$ cat src/rtl/count_event_monitor_if.sv
// Event drain port of count_event_monitor: FWFT head plus valid/ready handshake.
// The record width follows COUNT_EVT_TIMESTAMP_EN (36 bits with timestamp, else 20).
interface count_event_monitor_if #(
`ifdef COUNT_EVT_TIMESTAMP_EN
    parameter int EW = 36
`else
    parameter int EW = 20
`endif
);
    logic          evt_valid;
    logic          evt_ready;
    logic [EW-1:0] evt_data;

    modport master (output evt_valid, output evt_data, input evt_ready);
    modport slave  (input evt_valid, input evt_data, output evt_ready);
endinterface

$ cat src/rtl/count_event_monitor.sv
// Classifies each enabled counter sample (match/ovf/unf/jump) and queues flagged samples in a FWFT FIFO.
// Optional COUNT_EVT_TIMESTAMP_EN prepends a 16-bit free-running cycle stamp to every record.
module count_event_monitor #(
    parameter int          DEPTH     = 8,
    parameter logic [15:0] CMP_RESET = 16'h0000,
    parameter int          DROP_W    = 8
) (
    input  logic                   clk,
    input  logic                   reset,
    input  logic [15:0]            count_in,
    input  logic                   count_en,
    input  logic                   cmp_we,
    input  logic [15:0]            cmp_wdata,
    input  logic                   clear,
    count_event_monitor_if.master  evt,
    output logic [$clog2(DEPTH):0] evt_level,
    output logic [DROP_W-1:0]      drop_cnt,
    output logic                   drop_sticky
);
    localparam int AW = $clog2(DEPTH);
    localparam int LW = AW + 1;
`ifdef COUNT_EVT_TIMESTAMP_EN
    localparam int EW = 36;
`else
    localparam int EW = 20;
`endif

    typedef struct packed {
        logic jump;
        logic unf;
        logic ovf;
        logic match;
    } flags_t;

    logic [15:0]   cmp_reg;
    logic [15:0]   prev_cnt;
    logic          prev_vld;
    logic [AW-1:0] wr_ptr;
    logic [AW-1:0] rd_ptr;
    logic [LW-1:0] level;
    logic [EW-1:0] mem [DEPTH];
`ifdef COUNT_EVT_TIMESTAMP_EN
    logic [15:0]   ts;
`endif

    logic [15:0]   diff;
    flags_t        flags;
    logic [EW-1:0] rec;
    logic          push, pop, full, do_write, drop;

    // NOTE: every always_comb output gets a default first, so no path can infer a latch.
    always_comb begin
        flags = '0;
        diff  = count_in - prev_cnt;
        flags.match = (count_in == cmp_reg) && (!prev_vld || diff != 16'd0);
        flags.ovf   = prev_vld && (prev_cnt == 16'hFFFF) && (count_in == 16'h0000);
        flags.unf   = prev_vld && (prev_cnt == 16'h0000) && (count_in == 16'hFFFF);
        flags.jump  = prev_vld && !(diff == 16'd0 || diff == 16'd1 || diff == 16'hFFFF);
    end

`ifdef COUNT_EVT_TIMESTAMP_EN
    assign rec = {ts, flags, count_in};
`else
    assign rec = {flags, count_in};
`endif

    assign push     = count_en && (flags != '0);
    assign pop      = evt.evt_valid && evt.evt_ready;
    assign full     = (level == LW'(DEPTH));
    // A full FIFO still accepts a push when the head leaves in the same cycle.
    assign do_write = push && (!full || pop);
    assign drop     = push && full && !pop;

    // NOTE: sequential state uses non-blocking assignments so every register samples pre-edge values.
    always_ff @(posedge clk) begin
        if (reset) begin
            cmp_reg     <= CMP_RESET;
            prev_cnt    <= '0;
            prev_vld    <= 1'b0;
            wr_ptr      <= '0;
            rd_ptr      <= '0;
            level       <= '0;
            drop_cnt    <= '0;
            drop_sticky <= 1'b0;
`ifdef COUNT_EVT_TIMESTAMP_EN
            ts          <= '0;
`endif
        end else begin
            if (cmp_we) cmp_reg <= cmp_wdata;
            if (clear) begin
                prev_vld    <= 1'b0;
                wr_ptr      <= '0;
                rd_ptr      <= '0;
                level       <= '0;
                drop_cnt    <= '0;
                drop_sticky <= 1'b0;
`ifdef COUNT_EVT_TIMESTAMP_EN
                ts          <= '0;
`endif
            end else begin
`ifdef COUNT_EVT_TIMESTAMP_EN
                ts <= ts + 16'd1;
`endif
                if (count_en) begin
                    prev_cnt <= count_in;
                    prev_vld <= 1'b1;
                end
                if (do_write) wr_ptr <= wr_ptr + AW'(1);
                if (pop)      rd_ptr <= rd_ptr + AW'(1);
                case ({do_write, pop})
                    2'b10:   level <= level + LW'(1);
                    2'b01:   level <= level - LW'(1);
                    default: level <= level;
                endcase
                if (drop) begin
                    drop_sticky <= 1'b1;
                    if (drop_cnt != '1) drop_cnt <= drop_cnt + DROP_W'(1);
                end
            end
        end
    end

    // NOTE: storage is deliberately not reset; occupancy alone defines which entries are live.
    always_ff @(posedge clk) begin
        if (do_write && !reset && !clear) mem[wr_ptr] <= rec;
    end

    assign evt.evt_valid = (level != '0);
    assign evt.evt_data  = evt.evt_valid ? mem[rd_ptr] : '0;
    assign evt_level     = level;
endmodule

$ cat src/flat_wrapper.sv
// flat-port wrapper written by rule: the top's interface ports become plain ports
module count_event_monitor_flat 
#(
    parameter int          DEPTH     = 8,
    parameter logic [15:0] CMP_RESET = 16'h0000,
    parameter int          DROP_W    = 8
)
  (clk, reset, count_in, count_en, cmp_we, cmp_wdata, clear, evt_level, drop_cnt, drop_sticky, evt_evt_valid, evt_evt_data, evt_evt_ready);
  count_event_monitor_if evt_i ();
  input  logic clk;
  input  logic reset;
  input  logic [15:0] count_in;
  input  logic count_en;
  input  logic cmp_we;
  input  logic [15:0] cmp_wdata;
  input  logic clear;
  output logic [$clog2(DEPTH):0] evt_level;
  output logic [DROP_W-1:0] drop_cnt;
  output logic drop_sticky;
  output wire logic [$bits(evt_i.evt_valid)-1:0] evt_evt_valid;
  output wire logic [$bits(evt_i.evt_data)-1:0] evt_evt_data;
  input wire logic [$bits(evt_i.evt_ready)-1:0] evt_evt_ready;
  assign evt_evt_valid = evt_i.evt_valid;
  assign evt_evt_data = evt_i.evt_data;
  assign evt_i.evt_ready = evt_evt_ready;
  count_event_monitor #(.DEPTH(DEPTH), .CMP_RESET(CMP_RESET), .DROP_W(DROP_W)) u_core (.clk(clk), .reset(reset), .count_in(count_in), .count_en(count_en), .cmp_we(cmp_we), .cmp_wdata(cmp_wdata), .clear(clear), .evt(evt_i), .evt_level(evt_level), .drop_cnt(drop_cnt), .drop_sticky(drop_sticky));
endmodule
$ cat config.mk
export PLATFORM = sky130hd
export DESIGN_NAME = count_event_monitor_flat
export DESIGN_NICKNAME = d
export VERILOG_FILES = /design/src/rtl/count_event_monitor_if.sv /design/src/rtl/count_event_monitor.sv /design/src/flat_wrapper.sv
export SDC_FILE = /design/constraint.sdc
export NUM_CORES = 1
export LEC_CHECK = 0
export ABC_AREA = 1
export BUFFER_PORTS_ARGS = -buffer_cell sky130_fd_sc_hd__buf_2
export CORE_UTILIZATION = 55
export DETAILED_ROUTE_END_ITERATION = 10
export PLACE_DENSITY = 0.83
export SYNTH_ARGS = -nofsm -noshare
export SYNTH_HDL_FRONTEND = slang
export SYNTH_SLANG_ARGS = --single-unit
$ cat constraint.sdc
create_clock -name clk -period 5.91 [get_ports clk]
set_input_delay 0.8865 -clock clk [delete_from_list [all_inputs] [get_ports clk]]
set_output_delay 0.8865 -clock clk [all_outputs]
set_load 0.1 [all_outputs]
; ---- Word level (Yosys, flattened, before mapping)
; Memory sizes are Yosys's and may differ from the RTL's. A register that Yosys moved wholly into a read port is not among the register bits.
; Cells that the tools add are included.
[classes]
add_sub_neg = 6
n_eq_ne = 9
muxes = 6
bitwise_logic = 1
n_reduce_logical = 33
[ops]
columns = operator, count
row1 = $eq 16x16->1 const B, 3
row2 = $logic_not 16->1, 3
row3 = $mux 20, 1
row4 = $eq 16x1->1 const B, 1
row5 = $eq 16x16->1, 1
row6 = $reduce_bool 16->1, 1
row7 = $sub 16x16->16, 1
row8 = $logic_and 1x1->1, 13
row9 = $add 8x1->8 const B, 1
row10 = $ne 8x8->1 const B, 1
row11 = $pmux 4 s2, 1
row12 = $reduce_bool 4->1, 2
row13 = $add 3x1->3 const B, 2
row14 = $logic_not 1->1, 6
row15 = $mux 3, 2
row16 = $add 4x1->4 const B, 1
row17 = $eq 4x4->1 const B, 1
row18 = $logic_or 1x1->1, 4
row19 = $reduce_and 2->1, 2
row20 = $sub 4x1->4 const B, 1
row21 = $eq 2x1->1 const B, 1
row22 = $eq 2x2->1 const B, 1
row23 = $mux 1, 2
row24 = $reduce_bool 2->1, 1
row25 = 2 further kinds, 2
[totals]
register_bits = 52
ramBits = 160
inputBits = 38
output_inout_bits = 34
n_memories = 1
[mem_list]
columns = memory, words, word_bits, rd, rd_clocked_by_memory_dff, wr, line
row1 = u_core.mem, 8, 20, 1, 1, 1, count_event_monitor.sv:41  ; logic [EW-1:0] mem [DEPTH];

; ---- Depth between registers and ports, before layout
[logic_depth]
depth_word = 13
ltp_mapped = 29
mapped_depth_nobuf = 29

; ---- Worst setup path after synthesis
; No wires, ideal clock.
[synth_path]
path_type = reg-to-output
from = register u_core.level[0], in the netlist u_core.evt_level[0]
to = output port evt_evt_data[10]
t_arrival_ps = 4067
t_required_ps = 5023
path_slack_ps = 957
stages_incl_launch_ff = 6
cell_sequence = dfxtp_1 -> nor4_1 -> inv_1 -> clkbuf_1 -> o21ai_0 -> a31oi_1
[synth_between]
elab_chain_cells = 2
[synth_rtl]
columns = element, line
row1 = start: declaration, count_event_monitor.sv:40  ; logic [LW-1:0] level;
row2 = start signal: assignment, count_event_monitor.sv:111  ; 2'b10: level <= level + LW'(1);
row3 = start signal: assignment, count_event_monitor.sv:112  ; 2'b01: level <= level - LW'(1);
row4 = start signal: assignment, count_event_monitor.sv:113  ; default: level <= level;
row5 = $reduce_bool 4->1, count_event_monitor.sv:128  ; assign evt.evt_valid = (level != '0);
row6 = net evt_evt_valid, flat_wrapper.sv:20  ; output wire logic [$bits(evt_i.evt_valid)-1:0] evt_evt_valid;
row7 = $mux 20, count_event_monitor.sv:129  ; assign evt.evt_data = evt.evt_valid ? mem[rd_ptr] : '0;
row8 = end: declaration, flat_wrapper.sv:21  ; output wire logic [$bits(evt_i.evt_data)-1:0] evt_evt_data;
; The timed path passes the listed nets, and every way through them passes these cells.

==> impl_results.md <==
- Status: finished clean
- Reg2reg path depth: 26
- CP Launch Type: flop
- Mean area per synthesized cell: ~9.4 um2
- Initial Util: 55.95%
- CTS Buffer Depth: 3
- Leakage power: 4.431 nW
- Yosys top cell area share: a little under half
- Sequential-to-total area share from yosys stat: 58.76%
- Top cells by area, synth: edfxtp_1 (48%), dfxtp_1 (11%), nor2_1 (6.8%)
- DRC: 0
- FF+latch count, synth: roughly 220
- Final setup viols: 0
- Post-CTS sizing: 0
- Routability cong.: 0.9311
- Vias per cell: slightly below 6
- Clk_skew: 23.66 ps
- # Post-CTS Setup Buffers: 0
- Routed wire length: 23840 um
- Clk root buf: clkbuf_16
- Non-Filler Instances: 1384
- Worst slew margin: 35.34%
- DR vias: 8011
- Crit-path max FO: 81
- Layout area overhead: 13.13%
- Hold Crit Class: flop to flop
- Slowest cell on crit path: buf_4
- # IOs: 72
- Largest register FFs: 160
- CP endpoint kind: primary output
- # Max-Cap Violations: 0
- Unique masters post-synth: 37
- P per Cell Area: 294.7 mW/mm2
- Dominant synthesized flop cell: edfxtp_1
- DR WL/cell: 17.23 um
- Count leader, synth: nor2_1
- Clock latency at the later pin of the worst-skew pair: 510 ps
- Initial DRC count: 673
- Unrepaired setup endpoints after global routing: no
- Final Util: 63.30%
- CTS tree: yes
- GRT Util Overall: 25.59%
- # port buffers: 71
- First-pass GRT wire length: 36970 um
- CTS Buf Count: 22
- Die Wd: 137.2 um
- Final worst-path cycle share: between 70 and 80%
- Pin count of the biggest net entering global routing: 82
- FILL cells: roughly 1.4k
- Die area: 0.01882 mm2
- CP Cell Sequence: buf_4, clkinv_1, buf_4, o21ai_0, o22ai_1, o21ai_0, a31oi_1, buf_2
- Num rows: 49
- Global route overflow: 0
- Buf/Inv on CP: 4
- CP required: between 5000 and 6000 ps
- Hold Path Depth: 2
- Stages on worst setup path: 8
- Core Box Area: 0.01796 mm2
- Top achievable clock speed: 240.4 MHz
- Diodes inserted: 0
- Synthesized netlist cell count: 1070
- Critical path's top delay family: buffers and inverters
- EDFF count, synth: 160
- Maximum VDD drop: 0.3554 mV
- Worst-path clk slew: 60 ps
- CTS Hold Bufs: 0
- Final Hold Fails: 0
- CP arrival: 3270 ps
- Post-Place Cell Area: 0.01068 mm2
- ANT nets after route: 0
- Yosys warning count: 0
- Synth top cells by count: nor2_1 (183), nand2_1 (165), edfxtp_1 (160)
- Cell taking the most area after synthesis: edfxtp_1
- Worst-Margin Slew: 966.4 ps
- Final slew viol count: 0
- Synthesized net count: between 1k and 1.5k
- Share of layout cells above drive strength 1: between 10 and 15%
- Die Y: 137.2 um
- Initial antenna violation count: 0
- Vias in the first global route: 7533
- First-pass detailed-route iteration total: 6
- Clk sink count: 215
- H-tree Lvls: 1
- Synth Cell Area: 0.01005 mm2
- Async SR Flop Fraction: 0%
- Dpl hpwl: between 15000 and 20000 um
- Critical path type: flop to primary output
- Tot Pwr: ~3.4 mW
- Delay of the slowest critical-path stage: roughly 580 ps
- Post-route cell area: 0.01137 mm2
- Placed insts: 1344
- Tmin final: 4159 ps
- Nets: ~1.2k
- Setup TNS Final: 0 ps
-- worst register-to-register path, delay by kind of cell, from the launching register on --
kind            cells  cell delay (ps)
compound gates      1              170
fa+ha+maj           3              910
buf+inv             2              250
flops               1              360
simple gates       20             1740
-- cells in the final DEF, fill, tap and decap left out, types with 5 or more instances in the layout --
master       n
nor2_1     180
clkbuf_1     9
nor2_2       9
nor4_1      11
a31oi_1     22
nand4_1     21
dfxtp_1     54
o21ai_0    102
ha_1        21
nand3_1     43
buf_4       16
o21ai_1      5
nor3_1       9
inv_1       98
buf_2       71
a211oi_1    17
edfxtp_1   160
clkinv_1     5
xor2_1      14
nand2_1    165
nor3_2       5
a21oi_1     37
clkbuf_16   23
or2_2        5
o22ai_1     20
-- cell families (layout without fill, tap and decap cells) --
logic type	count (synthesis)	count (layout)	share of synthesized area, %
AO/OA/AOI/OAI	205	205	11.22
XOR/XNOR	18	18	1.569
adder cells (fa/ha/maj)	23	23	3.013
buffers and inverters	144	229	5.427
flip-flops	215	215	58.76
AND/OR/NAND/NOR	465	465	20.02
-- layer usage --
layer	track usage [%]	vias up	wire [um]
met5	0	-	0
met3	3.679	66	1745
met1	33.65	3767	10050
met4	11.17	0	755
met2	42.31	356	11290
li1	-	3822	-
-- power by group --
part | switching [mW] | internal (mW)
registers | 0.0141 | 1.63
clock network | 0.550 | 0.773
logic | 0.278 | 0.102
total | 0.842 | 2.51
-- final cells by class --
cell class / count / area (um2) / share of cell area [%]
clock buffer: 33 / 623.1 / 5.480
tap: 229 / 286.5 / 2.520
sequential: 215 / 5907 / 51.95
timing repair buffer: 87 / 475.5 / 4.181
multi-input combinational: 711 / 3632 / 31.94
clock inverter: 7 / 63.81 / 0.5612
inverter: 102 / 382.9 / 3.367
-- per-stage QoR --
stage               setup slack [ps]  hold WS (ps)
floorplan                      956.8         433.4
global placement                1650         446.3
detailed placement              1507         450.0
CTS                             1759         464.9
global route                    1532         500.6
finish                          1751         466.1
-- path summary, 6_finish.rpt --
path,startpoint,end,slack (ps)
hold / removal,u_core.rd_ptr[2],u_core.rd_ptr[2],470
setup / recovery,flop,evt_evt_data[10],1750
setup reg to reg,u_core.prev_cnt[0],u_core.evt_level[3],2360
hold reg to reg,u_core.rd_ptr[2],u_core.rd_ptr[2],470
No activity file was read; power rests on OpenSTA's default activity.
